**src/rtl/conv1d_sequencer.sv**
```systemverilog
// conv1d_sequencer: multi-cycle 1-D convolution controller and MAC engine.
// One tap per cycle over (filter_x outer, channel inner), kernel origin at -3,
// zero padding outside [0, width), then one output word of acc + bias.
module conv1d_sequencer #(
    parameter int unsigned MAX_WIDTH     = 1024,
    parameter int unsigned MAX_DEPTH     = 128,
    parameter int unsigned KERNEL_LENGTH = 8
) (
    input  logic        clk,
    input  logic        rst_n,
    input  logic        start,
    input  logic        abort,
    input  logic [10:0] cfg_width,
    input  logic [7:0]  cfg_depth,
    input  logic [31:0] cfg_input_offset,
    input  logic [31:0] cfg_bias,
    output logic        busy,
    output logic        done,
    output logic        error,
    output logic        in_rd_en,
    output logic [16:0] in_rd_addr,
    input  logic [7:0]  in_rd_data,
    output logic        kw_rd_en,
    output logic [9:0]  kw_rd_addr,
    input  logic [7:0]  kw_rd_data,
    output logic        out_wr_en,
    output logic [9:0]  out_wr_addr,
    output logic [31:0] out_wr_data
);

    typedef enum logic [2:0] {
        S_IDLE,
        S_ISSUE,
        S_DRAIN,
        S_WRITE,
        S_DONE
    } state_e;

    localparam logic [2:0]  LAST_TAP  = 3'(KERNEL_LENGTH - 1);
    localparam logic [10:0] MAX_W     = 11'(MAX_WIDTH);
    localparam logic [7:0]  MAX_D     = 8'(MAX_DEPTH);

    state_e      state_q, state_d;
    logic [10:0] width_q, width_d;
    logic [7:0]  depth_q, depth_d;
    logic [31:0] offset_q, offset_d;
    logic [31:0] bias_q, bias_d;
    logic [10:0] out_x_q, out_x_d;
    logic [2:0]  filter_x_q, filter_x_d;
    logic [7:0]  ch_q, ch_d;
    logic [31:0] acc_q, acc_d;
    logic        vld_q, vld_d;
    logic        error_q, error_d;

    logic               cfg_ok;
    logic signed [12:0] in_x;
    logic               tap_in_range;
    logic [31:0]        in_ext;
    logic [31:0]        kw_ext;
    logic [31:0]        prod;

    // Tap position, padding test and the product for the tap issued last cycle
    always_comb begin
        cfg_ok       = (cfg_width != '0) && (cfg_width <= MAX_W) &&
                       (cfg_depth != '0) && (cfg_depth <= MAX_D);
        in_x         = $signed({2'b00, out_x_q}) - 13'sd3 + $signed({10'b0, filter_x_q});
        tap_in_range = !in_x[12] && (in_x[11:0] < {1'b0, width_q});
        in_ext       = {{24{in_rd_data[7]}}, in_rd_data};
        kw_ext       = {{24{kw_rd_data[7]}}, kw_rd_data};
        prod         = kw_ext * (in_ext + offset_q);
    end

    // Next-state, counters and accumulator
    always_comb begin
        state_d    = state_q;
        width_d    = width_q;
        depth_d    = depth_q;
        offset_d   = offset_q;
        bias_d     = bias_q;
        out_x_d    = out_x_q;
        filter_x_d = filter_x_q;
        ch_d       = ch_q;
        acc_d      = vld_q ? (acc_q + prod) : acc_q;
        vld_d      = 1'b0;
        error_d    = 1'b0;

        case (state_q)
            S_IDLE: begin
                if (start && !abort) begin
                    if (cfg_ok) begin
                        width_d    = cfg_width;
                        depth_d    = cfg_depth;
                        offset_d   = cfg_input_offset;
                        bias_d     = cfg_bias;
                        out_x_d    = '0;
                        filter_x_d = '0;
                        ch_d       = '0;
                        acc_d      = '0;
                        state_d    = S_ISSUE;
                    end else begin
                        error_d = 1'b1;
                    end
                end
            end
            S_ISSUE: begin
                vld_d = tap_in_range;
                if (ch_q == depth_q - 8'd1) begin
                    ch_d = '0;
                    if (filter_x_q == LAST_TAP) begin
                        filter_x_d = '0;
                        state_d    = S_DRAIN;
                    end else begin
                        filter_x_d = filter_x_q + 3'd1;
                    end
                end else begin
                    ch_d = ch_q + 8'd1;
                end
            end
            S_DRAIN: begin
                state_d = S_WRITE;
            end
            S_WRITE: begin
                acc_d = '0;
                if (out_x_q < width_q - 11'd1) begin
                    out_x_d = out_x_q + 11'd1;
                    state_d = S_ISSUE;
                end else begin
                    state_d = S_DONE;
                end
            end
            S_DONE: begin
                state_d = S_IDLE;
            end
            default: begin
                state_d = S_IDLE;
            end
        endcase

        if (abort && (state_q != S_IDLE)) begin
            state_d = S_IDLE;
            acc_d   = '0;
            vld_d   = 1'b0;
        end
    end

    // Output decode from current state and counters
    always_comb begin
        busy        = (state_q == S_ISSUE) || (state_q == S_DRAIN) || (state_q == S_WRITE);
        done        = (state_q == S_DONE);
        error       = error_q;
        in_rd_en    = 1'b0;
        kw_rd_en    = 1'b0;
        in_rd_addr  = '0;
        kw_rd_addr  = '0;
        out_wr_en   = 1'b0;
        out_wr_addr = '0;
        out_wr_data = '0;
        if ((state_q == S_ISSUE) && tap_in_range) begin
            in_rd_en   = 1'b1;
            kw_rd_en   = 1'b1;
            in_rd_addr = 17'(in_x[10:0]) * 17'(depth_q) + 17'(ch_q);
            kw_rd_addr = 10'(filter_x_q) * 10'(depth_q) + 10'(ch_q);
        end
        if (state_q == S_WRITE) begin
            out_wr_en   = 1'b1;
            out_wr_addr = out_x_q[9:0];
            out_wr_data = acc_q + bias_q;
        end
    end

    // State and datapath registers
    always_ff @(posedge clk or negedge rst_n) begin
        if (!rst_n) begin
            state_q    <= S_IDLE;
            width_q    <= '0;
            depth_q    <= '0;
            offset_q   <= '0;
            bias_q     <= '0;
            out_x_q    <= '0;
            filter_x_q <= '0;
            ch_q       <= '0;
            acc_q      <= '0;
            vld_q      <= 1'b0;
            error_q    <= 1'b0;
        end else begin
            state_q    <= state_d;
            width_q    <= width_d;
            depth_q    <= depth_d;
            offset_q   <= offset_d;
            bias_q     <= bias_d;
            out_x_q    <= out_x_d;
            filter_x_q <= filter_x_d;
            ch_q       <= ch_d;
            acc_q      <= acc_d;
            vld_q      <= vld_d;
            error_q    <= error_d;
        end
    end

endmodule
```
**config.mk**
```make
export PLATFORM = sky130hd
export DESIGN_NAME = conv1d_sequencer
export DESIGN_NICKNAME = d
export VERILOG_FILES = /design/src/rtl/conv1d_sequencer.sv
export SDC_FILE = /design/constraint.sdc
export NUM_CORES = 1
export LEC_CHECK = 0
export ABC_AREA = 1
export CAP_MARGIN = 20
export CORE_MARGIN = 2
export CORE_UTILIZATION = 30
export DETAILED_ROUTE_END_ITERATION = 16
export GPL_TIMING_DRIVEN = 1
export HOLD_SLACK_MARGIN = 0.12
export REMOVE_ABC_BUFFERS = 1
export SYNTH_ARGS = -nofsm -noshare
export SYNTH_HDL_FRONTEND = slang
export SYNTH_SLANG_ARGS = --single-unit
```
**constraint.sdc**
```tcl
create_clock -name clk -period 8.42 [get_ports clk]
set_clock_uncertainty 0.1 [all_clocks]
set_input_delay 1.684 -clock clk [delete_from_list [all_inputs] [get_ports clk]]
set_output_delay 1.684 -clock clk [all_outputs]
set_load 0.01 [all_outputs]
```
==> run_results.csv <==
group,metric,value,unit
clocking,root_buffer,"clkbuf_16",
yosys,avgSynthCellArea,7.33,sq um
yosys,synth_top_area_share,24.1,%
global_route,grt_usage,18.3,%
yosys,synth_top_family_by_area,"adder cells",
yosys,synthTopCellsByArea,"fa_1 (24%), dfrtp_1 (16%), nand2_1 (14%)",
drt,first_pass_iters,5,
yosys,synth_cells,2996,
flow_run,maxCapViolCount,0,
cells_and_area,mostFrequentLayoutCells,"nand2_1 (783), inv_1 (527), nor2_1 (343), fa_1 (262), ha_1 (196)",
drt,ant_nets,0,
yosys,synth_compound_area_share,8.87,%
global_route,grt_pass1_vias,19700,
setup_path,max_stage_delay,0.57,ns
setup_path,startpoint,"out_x_q[0]",
drt,drt_iter0_markers,1196,
sta,hold_viol,0,
placement,hpwl,55500,um
cells_and_area,layout-drive-gt1-share,8.70,%
yosys,ys.flop_type,"dfrtp_1",
setup_path,critical_path.endpoint_type,"output pin",
placement,gp_congestion,0.935,
cells_and_area,final_nets,3835,
cells_and_area,design_area,0.0265,sq mm
floorplanning,start_util,30.2,%
cells_and_area,layout_commonest_cell,"nand2_1",
setup_path,cp.required,6.64,ns
sta,fin_crit_sh,95.6,%
yosys,synth_mux_area_share,0,%
outcome,status,"finished clean",
global_route,overflow,0,
cells_and_area,n_fill_cell,7686,
floorplanning,placement_rows,99,
global_route,grt_pass1_wl,107000,um
yosys,async_reset_ff_share,100,%
floorplanning,dieArea,0.0754,sq mm
sta,relSlewSlack,28.8,%
sta,setup_viol,0,
yosys,yosys_warnings,0,
setup_path,slowest_stage,"fa_1",
yosys,synth-simple-area-share,24.5,%
clocking,clk_pin_slew,0.07,ns
yosys,ys_seq_elements,142,
floorplanning,dieHeight,275,um
floorplanning,io_pins,178,
worst_hold_path,hp-class,"reg -> reg",
yosys,yosys.area_share.xor_xnor,4.01,%
setup_path,r2r_start,"offset_q[2]",
drt,drc_errors,0,
global_route,grt_max_degree,83,
setup_path,cp-start-kind,"register",
clocking,clock_latency,0.49,ns
yosys,synth-seq-area-share,16.2,%
sta,final-max-slew-violation-count,0,
drt,viasPerCell,4.65,
cells_and_area,antenna_cells,0,
clocking,cts-htree-levels,4,
setup_path,worstPathArrival,6.26,ns
drt,drt_wl_total,66300,um
floorplanning,dieWidth,275,um
clocking,clockBufferDepth,2,
yosys,synthAdderAreaFrac,35.8,%
sta,worstMarginPinSlew,1.06,ns
yosys,yosysUniqueCellTypes,55,
yosys,yosysTopAreaCell,"fa_1",
floorplanning,core-area,0.0727,sq mm
drt,wl_per_cell,15.7,um
clocking,tritoncts,"built",
clocking,cts_sinks,142,
yosys,syn_area,0.0220,sq mm
drt,num_vias,19700,
global_route,antenna_found_initial,2,
setup_path,crit_fanout,5,
yosys,synth_edf_count,0,
sta,fin_crit,8.05,ns
sta,max_freq,124,MHz
placement,portBuffers,177,
cells_and_area,area_growth,20.7,%
worst_hold_path,hp-start,"offset_q[3]",
setup_path,crit_type,"reg -> out",
clocking,numCtsBuffers,17,
placement,place_area,0.0256,sq mm
==> worst max-delay path: cells and delay by family (launching register included) <==
| kind | cells | cell delay [ns] |
|---|---|---|
| AO/OA/AOI/OAI | 9 | 1.16 |
| buffers and inverters | 7 | 0.67 |
| AND/OR/NAND/NOR | 7 | 0.49 |
| flip-flops | 1 | 0.45 |
| XOR/XNOR | 1 | 0.13 |
| adder cells (fa/ha/maj) | 7 | 2.85 |
==> final timing paths <==
path	end	slack, ns	cells past startpoint
max reg2reg	acc_q[30]	1.82	30
max	in_rd_addr[15]	0.37	31
min	offset_q[3]	0.39	2
min in group asynchronous	bias_q[18]	1.11	1
min reg2reg	offset_q[3]	0.39	2
max in group asynchronous	depth_q[4]	5.66	2
==> state kept, by name (all words and copies together) (netlist names) <==
signal and flops:
acc_q 32, bias_q 32, offset_q 32, out_x_q 11, width_q 11, ch_q 8
depth_q 8, filter_x_q 3, state_q 3, error 1, vld_q 1
==> final cells by class <==
class,count,area [sq um],share of cell area (%)
Tap cell,959,1200,4.53
Timing Repair Buffer,315,2810,10.6
Clock inverter,15,126,0.477
Clock buffer,17,425,1.61
Multi-Input combinational cell,2236,16300,61.6
Sequential cell,142,3550,13.4
Inverter,550,2070,7.81
==> logic make-up after synthesis <==
kind of cell    Yosys count
simple gates           1320
buf+inv                 618
xor+xnor                 95
flops                   142
fa+ha+maj               470
compound gates          351
==> layer usage <==
metal / share of wire, % / vias to the layer above / track usage [%]
met1: 45 / 9405 / 24.0
met4: 2.0 / 4 / 4.59
met2: 48 / 405 / 31.0
li1: - / 9777 / -
met3: 5.3 / 79 / 3.42
met5: 0.045 / - / 0
==> per-stage QoR <==
stage               cells  hold slack (ns)  util (%)  TNS [ns]  setup WS [ns]
floorplan            2928            0.353         -         0          0.815
global placement     4192            0.369      35.3   -0.0889        -0.0482
detailed placement   4192            0.373      35.3    -0.217         -0.111
CTS                  4227            0.392      36.1         0        0.00400
global route         4234            0.411      36.4  -0.00405       -0.00405
finish               4234            0.387      36.4         0          0.374
==> cell usage after synthesis, types with 4 or more instances <==
library cell / number
o21bai_1: 9
inv_2: 7
inv_1: 539
dfrtp_1: 142
nor4_1: 10
a21boi_0: 5
nand2_1: 792
nand3_1: 72
xor2_1: 62
nor3_1: 27
o21ai_2: 7
clkbuf_1: 59
nor2_2: 13
o31ai_1: 4
or2_2: 7
a21oi_1: 158
o211ai_1: 6
a211oi_1: 18
nand3b_1: 6
ha_1: 206
nor2_1: 349
o21ai_0: 120
xnor2_1: 30
a31oi_1: 9
and2_1: 6
nor3b_1: 5
fa_1: 264
nand4_1: 15
==> repair_timing <==
| item | 4_1_cts | 5_1_grt |
|---|---|---|
| pin swaps | 10 | 52 |
| buffers inserted | 3 | 7 |
| resized for setup | 23 | 61 |
| hold buffers | 0 | 0 |
| endpoints found under the setup margin | 6 | 9 |
Power is not shown: default switching activity piles up to over one toggle a cycle in this logic, so the estimate is an artifact.
